`src/rtl/jtgaiden_wildfang_prot.sv`:
```
// ---------------------------------------------------------------------------
// jtgaiden_wildfang_prot
//
// Stand-in for the Wild Fang protection MCU as the main 68000 sees it. The CPU
// writes command bytes (upper nibble = command, lower nibble = argument) to
// the protection port. The commands build a jump-table index, start a fetch
// from the external jump-address LUT, and read back the 16-bit result one
// tagged nibble at a time.
//
// Ports
//   i_clk        system clock
//   i_rst        synchronous reset, active-high
//   i_prot_we    CPU write strobe (level; one command per rising edge)
//   i_din        CPU data D15-D8: [7:4] command, [3:0] argument
//   o_dout       protection read value
//   o_busy       high while a LUT fetch is in flight
//   o_lut_addr   index into the jump LUT
//   i_lut_jump   LUT data, valid LUT_LAT cycles after o_lut_addr changes
//   o_dbg_state  current FSM state (0 = IDLE, 1 = FETCH)
//
// Handshake: there is no valid/ready pair. A command is accepted in the
// cycle where i_prot_we is high and was low the cycle before; i_din is
// sampled in that same cycle and the result shows on o_dout one cycle later.
// ---------------------------------------------------------------------------
module jtgaiden_wildfang_prot #(
    parameter int LUT_SIZE = 17,
    parameter int LUT_LAT  = 1
) (
    input  logic        i_clk,
    input  logic        i_rst,
    input  logic        i_prot_we,
    input  logic [7:0]  i_din,
    output logic [7:0]  o_dout,
    output logic        o_busy,
    output logic [4:0]  o_lut_addr,
    input  logic [15:0] i_lut_jump,
    output logic        o_dbg_state
);

    localparam int         CW      = $clog2(LUT_LAT + 1) + 1;
    localparam logic [8:0] SIZE9   = 9'(LUT_SIZE);
    localparam logic [CW-1:0] LAST = CW'(LUT_LAT);

    typedef enum logic {
        ST_IDLE  = 1'b0,
        ST_FETCH = 1'b1
    } state_t;

    state_t        r_state,   w_state_nxt;
    logic [CW-1:0] r_cnt,     w_cnt_nxt;
    logic [7:0]    r_index,   w_index_nxt;
    logic [15:0]   r_jump,    w_jump_nxt;
    logic [7:0]    r_dout,    w_dout_nxt;
    logic [4:0]    r_addr,    w_addr_nxt;
    logic          r_prev_we;

    logic       w_edge;
    logic [3:0] w_cmd;
    logic [3:0] w_arg;
    logic [7:0] w_low_idx;
    logic [3:0] w_nib;

    assign w_edge    = i_prot_we & ~r_prev_we;
    assign w_cmd     = i_din[7:4];
    assign w_arg     = i_din[3:0];
    assign w_low_idx = {r_index[7:4], w_arg};

    // Nibble of the latched jump address selected by read commands 3..6.
    always_comb begin
        w_nib = 4'h0;
        case (w_cmd)
            4'h3:    w_nib = r_jump[15:12];
            4'h4:    w_nib = r_jump[11:8];
            4'h5:    w_nib = r_jump[7:4];
            4'h6:    w_nib = r_jump[3:0];
            default: w_nib = 4'h0;
        endcase
    end

    // Next-state logic. Fetch progress is evaluated first so that a command
    // arriving in the same cycle can override it (abort or restart).
    always_comb begin
        w_state_nxt = r_state;
        w_cnt_nxt   = r_cnt;
        w_index_nxt = r_index;
        w_jump_nxt  = r_jump;
        w_dout_nxt  = r_dout;
        w_addr_nxt  = r_addr;

        // The LUT output is registered, so data for an address set at the
        // command edge is sampled LUT_LAT+1 edges later.
        if (r_state == ST_FETCH) begin
            if (r_cnt == LAST) begin
                w_jump_nxt  = i_lut_jump;
                w_state_nxt = ST_IDLE;
            end else begin
                w_cnt_nxt = r_cnt + 1'b1;
            end
        end

        if (w_edge) begin
            case (w_cmd)
                4'h0: begin
                    w_dout_nxt  = 8'h00;
                    w_index_nxt = 8'h00;
                    w_state_nxt = ST_IDLE;
                    w_jump_nxt  = r_jump;
                end
                4'h1: begin
                    w_dout_nxt  = 8'h10;
                    w_index_nxt = {w_arg, 4'h0};
                    w_state_nxt = ST_IDLE;
                    w_jump_nxt  = r_jump;
                end
                4'h2: begin
                    w_dout_nxt  = 8'h20;
                    w_index_nxt = w_low_idx;
                    // Range check covers all 8 bits; only [4:0] is wired out.
                    w_addr_nxt  = ({1'b0, w_low_idx} >= SIZE9) ? 5'd0 : w_low_idx[4:0];
                    w_state_nxt = ST_FETCH;
                    w_cnt_nxt   = '0;
                    w_jump_nxt  = r_jump;
                end
                4'h3, 4'h4, 4'h5, 4'h6: begin
                    w_dout_nxt = {w_cmd + 4'd1, w_nib};
                end
                default: ;
            endcase
        end
    end

    always_ff @(posedge i_clk) begin
        // Tracks the strobe even in reset so a strobe held through reset
        // release is not seen as a new edge.
        r_prev_we <= i_prot_we;
        if (i_rst) begin
            r_state <= ST_IDLE;
            r_cnt   <= '0;
            r_index <= 8'h00;
            r_jump  <= 16'h0000;
            r_dout  <= 8'h00;
            r_addr  <= 5'd0;
        end else begin
            r_state <= w_state_nxt;
            r_cnt   <= w_cnt_nxt;
            r_index <= w_index_nxt;
            r_jump  <= w_jump_nxt;
            r_dout  <= w_dout_nxt;
            r_addr  <= w_addr_nxt;
        end
    end

    assign o_dout      = r_dout;
    assign o_busy      = (r_state == ST_FETCH);
    assign o_lut_addr  = r_addr;
    assign o_dbg_state = r_state;

endmodule

```
`config.mk`:
```
export PLATFORM = sky130hd
export DESIGN_NAME = jtgaiden_wildfang_prot
export DESIGN_NICKNAME = d
export VERILOG_FILES = /design/src/rtl/jtgaiden_wildfang_prot.sv
export SDC_FILE = /design/constraint.sdc
export NUM_CORES = 1
export LEC_CHECK = 0
export BUFFER_PORTS_ARGS = -buffer_cell sky130_fd_sc_hd__buf_2
export CORE_MARGIN = 1
export CORE_UTILIZATION = 32
export DETAILED_ROUTE_END_ITERATION = 10
export GPL_ROUTABILITY_DRIVEN = 0
export HOLD_SLACK_MARGIN = 0.02
export PLACE_DENSITY = 0.59
export SLEW_MARGIN = 20
export SYNTH_ARGS = -nofsm -noshare
export SYNTH_HDL_FRONTEND = slang
export SYNTH_SLANG_ARGS = --single-unit
```
`constraint.sdc`:
```
create_clock -name i_clk -period 2.1 [get_ports i_clk]
set_input_delay 0.21 -clock i_clk [delete_from_list [all_inputs] [get_ports i_clk]]
set_output_delay 0.21 -clock i_clk [all_outputs]
set_load 0.02 [all_outputs]
```
After elaboration in Yosys (flattened, before gate mapping)
Cells that the tools add are included.
W data, S select, Z words.
{"block": "op_classes", "n_addsub": 2, "mul": 0, "div": 0, "magnitude_cmp": 1, "eq_ne": 8, "shifts": 0, "n_mux": 16, "bitwise_logic": 3, "n_reduce_logical": 9}
{"op": "$mux W16", "n": 4}
{"op": "$pmux W8 S4", "n": 1}
{"op": "$pmux W8 S3", "n": 1}
{"op": "$pmux W4 S4", "n": 1}
{"op": "$eq A4 B3 Y1 const B", "n": 3}
{"op": "$eq A4 B2 Y1 const B", "n": 2}
{"op": "$ge A8 B5 Y1 const B", "n": 1}
{"op": "$mux W2", "n": 4}
{"op": "$mux W5", "n": 1}
{"op": "$add A4 B1 Y4 const B", "n": 1}
{"op": "$eq A4 B1 Y1 const B", "n": 1}
{"op": "$logic_not A4 Y1", "n": 1}
{"op": "$reduce_and A2 Y1", "n": 2}
{"op": "$reduce_bool A4 Y1", "n": 1}
{"op": "$reduce_or A4 Y1", "n": 1}
{"op": "$mux W1", "n": 3}
{"op": "$reduce_and A3 Y1", "n": 1}
{"op": "$reduce_or A3 Y1", "n": 1}
{"op": "$add A2 B1 Y2 const B", "n": 1}
{"op": "$eq A2 B1 Y1 const B", "n": 1}
{"op": "$ne A2 B2 Y1 const B", "n": 1}
{"op": "$not A1 Y1", "n": 2}
{"op": "$pmux W1 S2", "n": 1}
{"op": "$reduce_bool A2 Y1", "n": 1}
{"op": "other kinds (2)", "n": 2}
{"block": "totals", "ff_bits": 37, "latchBits": 0, "ramBits": 0, "romBits": 0, "in_bits": 27, "elab_cells": 46, "memories": 0}

Longest topological paths before layout
Gate-level depths: netlist of the first run.
{"block": "logic_depth", "depth_word": 5, "depth_mapped": 8}

Least setup slack after synthesis of the first run
OpenSTA, ideal clock, no wires.
{"block": "synth_timing", "path_type": "input -> register", "start": "input port i_din[4]", "end": "register r_jump[10]", "setup_time_ps": 128, "arrival_time_ps": 1580, "required_time_ps": 1972, "slack_ps": 391, "stages": 7, "n_path_buf": 1, "cell_sequence": "inv_1 > ha_1 > or3_4 > a211o_2 > buf_6 > nand2_1 > a21oi_1"}
{"block": "synth_between", "elab_chain_len": 3}
{"element": "start, declared", "line_no": "32", "source": "input logic [7:0] i_din,"}
{"element": "$eq A4 B2 Y1, or another cell as far along", "line_no": "102", "source": "case (w_cmd)"}
{"element": "$reduce_or A3 Y1 (no source line) (*)"}
{"element": "$ne A2 B2 Y1 (no source line) (*)"}
{"element": "end signal, assigned", "line_no": "147", "source": "r_jump <= w_jump_nxt;"}
{"element": "end, declared", "line_no": "52", "source": "logic [15:0] r_jump, w_jump_nxt;"}
Mark *: on every way between the ends. The rest lies on a longest branch, timed or not.
A chain may end at the register's enable or synchronous reset.

Worst setup path in the final report of the first run
{"block": "layout_timing", "start": "register r_prev_we", "end": "register r_index[7]"}
{"block": "layout_between", "elab_chain_len": 3}
{"element": "start, declared", "line_no": "55", "source": "logic r_prev_we;"}
{"element": "start signal, assigned", "line_no": "135", "source": "r_prev_we <= i_prot_we;"}
{"element": "$not A1 Y1", "line_no": "63", "source": "assign w_edge = i_prot_we & ~r_prev_we;"}
{"element": "$and A1 B1 Y1", "line_no": "63"}
{"element": "$reduce_and A3 Y1 (no source line)"}
{"element": "end signal, assigned", "line_no": "146", "source": "r_index <= w_index_nxt;"}
{"element": "end, declared", "line_no": "51", "source": "logic [7:0] r_index, w_index_nxt;"}
No other way between the ends.

==> results of run 1 <==
state kept, by name, indices dropped and copies added (netlist names):
register    cells
r_jump         16
o_dout          8
o_lut_addr      5
r_index         4
r_cnt           2
o_busy          1
r_prev_we       1
logic make-up after synthesis:
group           synth area share (%)
compound gates                  20.3
fa+ha+maj                       2.94
buf+inv                         7.05
flops                           43.5
mux                             2.94
simple gates                    23.3
path summary, 6_finish.rpt:
kind              slack [ns]  cells past startpoint       endpoint           from
hold reg to reg         0.45                      2  o_lut_addr[4]  o_lut_addr[4]
setup reg to reg        0.48                      4     r_index[7]      r_prev_we
setup / recovery        0.48                      4     r_index[7]      r_prev_we
hold / removal          0.06                      1      r_prev_we      i_prot_we
metrics by stage:
stage / hold WS [ns] / setup slack, ns / utilization, % / cell area (um2)
global route: 0.0680 / 0.299 / 40.4 / 2060
floorplan: 0.238 / 0.391 / - / 1700
finish: 0.0609 / 0.475 / 40.4 / 2060
detailed placement: 0.353 / 0.202 / 38.1 / 1950
global placement: 0.351 / 0.221 / 38.1 / 1950
CTS: 0.0545 / 0.471 / 40.4 / 2060
critical path, cell delays in order (launching register included):
cell and delay (ns):
dfxtp_1 0.35, nor4b_4 0.37, o21ai_0 0.19, nor2_1 0.40
mux2i_1 0.24
power groups by stage:
stage | clock, mW | combinational (mW) | sequential, mW
detailed placement | 0 | 0.120 | 0.726
finish | 0.619 | 0.120 | 0.710
global route | 0.665 | 0.133 | 0.710
global placement | 0 | 0.120 | 0.726
CTS | 0.634 | 0.121 | 0.709
floorplan | 0 | 0.0665 | 0.730
synth_stat cells (3+ instances only):
library cell | number | area share, %
clkbuf_1 | 3 | 0.66
a221oi_1 | 4 | 2.1
a21oi_1 | 25 | 7.3
o41ai_1 | 5 | 2.6
buf_6 | 3 | 2.0
dfxtp_1 | 37 | 43
nand2_1 | 54 | 12
a32o_1 | 4 | 2.4
nor3_1 | 4 | 1.2
inv_1 | 5 | 1.1
mux2i_1 | 5 | 2.9
nand3_1 | 6 | 1.8
o21ai_0 | 8 | 2.4
ha_1 | 4 | 2.9
nor2_1 | 3 | 0.66
area by class of cell:
cell class / count / share of cell area (%)
Multi-Input combinational cell: 142 / 40.8
Sequential cell: 37 / 35.9
Timing Repair Buffer: 48 / 12.5
Tap cell: 70 / 4.25
Clock buffer: 5 / 3.34
Clock inverter: 3 / 2.25
Inverter: 5 / 0.910
routing by layer:
metal	track usage (%)	vias to the layer above
met4	5.66	0
li1	-	771
met5	0	-
met3	3.21	5
met2	24.1	42
met1	19.6	693
==> results.md, run 1 <==
- Status: finished, final reports clean
- Initial Util: 33.3%
- Largest net degree at the start of global routing: 28
- Seq/Total Area, Yosys: 43.5%
- Setup TNS: 0 ns
- Worst hold path class: input port to flip-flop
- Netlist Area Pre-Place: 1700 um2
- DRC: 0
- Max Cap Viol: 0
- N_diodes: 0
- CTS clk-pin slew, worst paths: 0.07 ns
- Mean number of vias per cell: 4.87
- Final min period: 1.62 ns
- Worst skew pair latency: 0.29 ns
- CP arrival: 1.84 ns
- Number of fillers in the final layout: 533
- Layout Cells excl Fill: 310
- WL met2: 1.82 mm
- 1st-pass router iterations: 4
- WL met3: 167 um
- Clk_skew: 0.00768 ns
- Final #Nets: 270
- Final hold vios: 0
- Synth async-reset ratio: 0%
- Pwr Total: 1.45 mW
- Number of global-route vias before repair: 1367
- Initial antenna violation count: 0
- Post-synthesis net count: 227
- Grt ovf: 0
- Max Fclk: 615 MHz
- Comb power frac: 8.3%
- Worst slew margin: 68.4%
- PwrDens: 702 nW/um2
- Sequential power share: 49.0%
- 1st-iter DRT viols: 54
- Number of routed nets with antenna violations: 0
- Cts bufs inserted: 5
- Endpoint class of the critical path: flip-flop
- CP Max Fanout: 5
- H-tree level count: 2
- Reg area: 741 um2
- Gate Count Post-Synth: 196
- Post-CTS Setup Inserts: 0
- Commonest non-fill, non-tap cell in the layout: nand2_1
- HPWL after detailed placement: 2.80 mm
- CTS tree: yes
- Clock Tree Root: clkbuf_8
- Number of placed instances, taps included: 302
- Fraction of final layout cells sized beyond drive strength 1: 26.3%
- Pint: 1.11 mW
- # resized after CTS: 0
- Most frequent cells in the layout: 54 x nand2_1, 41 x buf_2, 37 x dfxtp_1
- CP Launch Type: flip-flop
- Area Growth Syn to Fin: 21.1%
- Unique masters post-synth: 35
- IO Pins: 42
- GRT Util Overall: 14.9%
- Max clock buf depth: 2
- # rows: 26
- Yosys warns: 0
- Post-Route WL: 3.91 mm
- Core Region: 5110 um2
- Final Cycle Share: 77.4%
- Die height: 75.0 um
- Synthesized flop and latch total: 37
- Net switching power figure: 339 uW
- RSZ-0062 raised after global routing: false
- DR top layer: met4
- First-pass GRT wire length: 6.35 mm
- Final Max Slew Viols: 0
- Worst slew pin tran: 0.474 ns
- Met1 WL: 1.88 mm
- Required time of the critical path: 2.31 ns
- WL/cell: 12.6 um
- Port bufs: 41
- CTS Hold Bufs: 0
- CTS sink count: 37
- Worst Path Class, Setup: flip-flop to flip-flop
- Ys flop type: dfxtp_1
- Switching power share of the total: 23.4%
- EDFF count, synth: 0
- Die Wd: 75.0 um
- Vias: 1511
- Die area: 5620 um2
- VDD IR max: 0.298 mV
- Synthesized area per cell: 8.69 um2
- Clk pwr share: 42.7%
- Leak: 0.808 nW
- Footprint of the multi-input gates: 842 um2
- Final setup violation count: 0
No activity file was read; power rests on OpenSTA's default activity.
==> run 2, diff against run 1 <==
Clock period 2.1 ns to 1.5 ns, I/O delays scaled along.
==> run 2 against run 1 <==
Net effect: sequential share of layout area shrank 2.4 points; final cell count grew 4.2%; die area is the same.
==> results.md, run 2 (synthesized netlist as in run 1, its figures left out) <==
- Footprint of the multi-input gates: 885 um2
- Net switching power figure: 463 uW
- Endpoint class of the critical path: flip-flop
- DRC: 0
- Sequential power share: 52.0%
- Die area: 5620 um2
- Final hold slack: 0.0937 ns
- Final Cycle Share: 91.5%
- GRT Util Overall: 15.7%
- Fraction of final layout cells sized beyond drive strength 1: 32.4%
- Leak: 0.873 nW
- Setup TNS: 0 ns
- Layout Cells excl Fill: 323
- Final Max Slew Viols: 0
- Clock Tree Root: clkbuf_8
- Area post-placement: 2100 um2
- Reg area: 741 um2
- PwrDens: 864 nW/um2
- CTS clk-pin slew, worst paths: 0.08 ns
- Setup WS post-layout: 0.127 ns
- Number of fillers in the final layout: 557
- Worst slew pin tran: 0.381 ns
- Number of global-route vias before repair: 1460
- Number of placed instances, taps included: 314
- Pwr Total: 1.91 mW
- 1st-iter DRT viols: 54
- CP Max Fanout: 4
- N_diodes: 0
- Fin area: 2210 um2
- CP max-delay cell: dfxtp_1
- CTS tree: yes
- CTS sink count: 37
- WL/cell: 12.4 um
- Area Growth Syn to Fin: 29.8%
- Max clock buf depth: 2
- Port bufs: 41
- Status: finished, final reports clean
- Max Fclk: 728 MHz
- Clk pwr share: 37.5%
- Pint: 1.45 mW
- Final setup violation count: 0
- Largest Register: r_jump
- DP Worst Slack: -0.170 ns
- Most frequent cells in the layout: 54 x nand2_1, 41 x buf_2, 37 x dfxtp_1
- CP arrival: 1.58 ns
- Clk_skew: 0.0103 ns
- HPWL after detailed placement: 2.98 mm
- Largest register FFs: 16
- IO Pins: 42
- Final #Nets: 283
- Required time of the critical path: 1.71 ns
- Grt ovf: 0
- Cts bufs inserted: 5
- RSZ-0062 raised after global routing: false
- CP Launch Type: flip-flop
- Largest net degree at the start of global routing: 17
- Vias: 1535
- Comb power frac: 10.5%
- Worst skew pair latency: 0.29 ns
- Mean number of vias per cell: 4.75
- H-tree level count: 2
- Die height: 75.0 um
- Switching power share of the total: 24.2%
- Worst slew margin: 74.6%
- Worst hold path class: input port to flip-flop
- Number of routed nets with antenna violations: 0
- Initial Util: 33.3%
- Core Region: 5110 um2
- Final min period: 1.37 ns
- VDD IR max: 0.376 mV
- First-pass GRT wire length: 6.57 mm
- Commonest non-fill, non-tap cell in the layout: nand2_1
- Worst Path Class, Setup: flip-flop to flip-flop
- # rows: 26
- Post-CTS Setup Inserts: 0
- Post-Route WL: 3.99 mm
- Max Cap Viol: 0
- Final core utilization: 43.3%
- CP cell instances: nor4b_4, o21ai_0, nor2_2, mux2i_1
- Final hold vios: 0
- Initial antenna violation count: 0
- Die Wd: 75.0 um
- Critical Path Max Stage Delay: 0.35 ns
- 1st-pass router iterations: 5
==> run 2: worst max-delay path, delay by kind of cell, from the launching register on <==
kind	cells	cell delay, ns
mux	1	0.22
simple gates	2	0.54
compound gates	1	0.19
flops	1	0.35
==> run 2: worst paths after layout <==
check	startpoint	end	slack, ns	depth (start not counted)
hold / removal	i_lut_jump[5]	r_jump[5]	0.09	3
setup reg to reg	r_prev_we	r_index[5]	0.13	4
hold reg to reg	o_lut_addr[4]	o_lut_addr[4]	0.45	2
setup / recovery	r_prev_we	r_index[5]	0.13	4
==> run 2: timing repair <==
| item | 4_1_cts | 5_1_grt |
|---|---|---|
| hold endpoints to repair | 1 | 0 |
| hold buffers | 1 | 0 |
| endpoints found under the setup margin | 0 | 5 |
| resized for setup | 0 | 2 |
==> run 2: layout make-up <==
type                            instances  share of cell area (%)
Tap cell                               70                    3.96
Inverter                                5                    1.41
Timing Repair Buffer                   61                    16.8
Clock buffer                            6                    3.74
Sequential cell                        37                    33.5
Clock inverter                          2                   0.623
Multi-Input combinational cell        142                    40.0
==> run 2: power groups by stage <==
| stage | clock, mW | sequential, mW | combinational, mW |
|---|---|---|---|
| global route | 0.796 | 0.995 | 0.218 |
| global placement | 0 | 1.02 | 0.196 |
| CTS | 0.739 | 0.993 | 0.200 |
| floorplan | 0 | 1.02 | 0.101 |
| detailed placement | 0 | 1.02 | 0.197 |
| finish | 0.717 | 0.994 | 0.200 |
==> run 2: metal layers <==
| layer | vias up | GRT usage (%) | share of wire [%] |
|---|---|---|---|
| met2 | 33 | 24.8 | 45 |
| met1 | 699 | 21.0 | 50 |
| met4 | 0 | 5.03 | 1.0 |
| met5 | - | 0 | 0 |
| met3 | 4 | 3.88 | 3.9 |
| li1 | 799 | - | - |
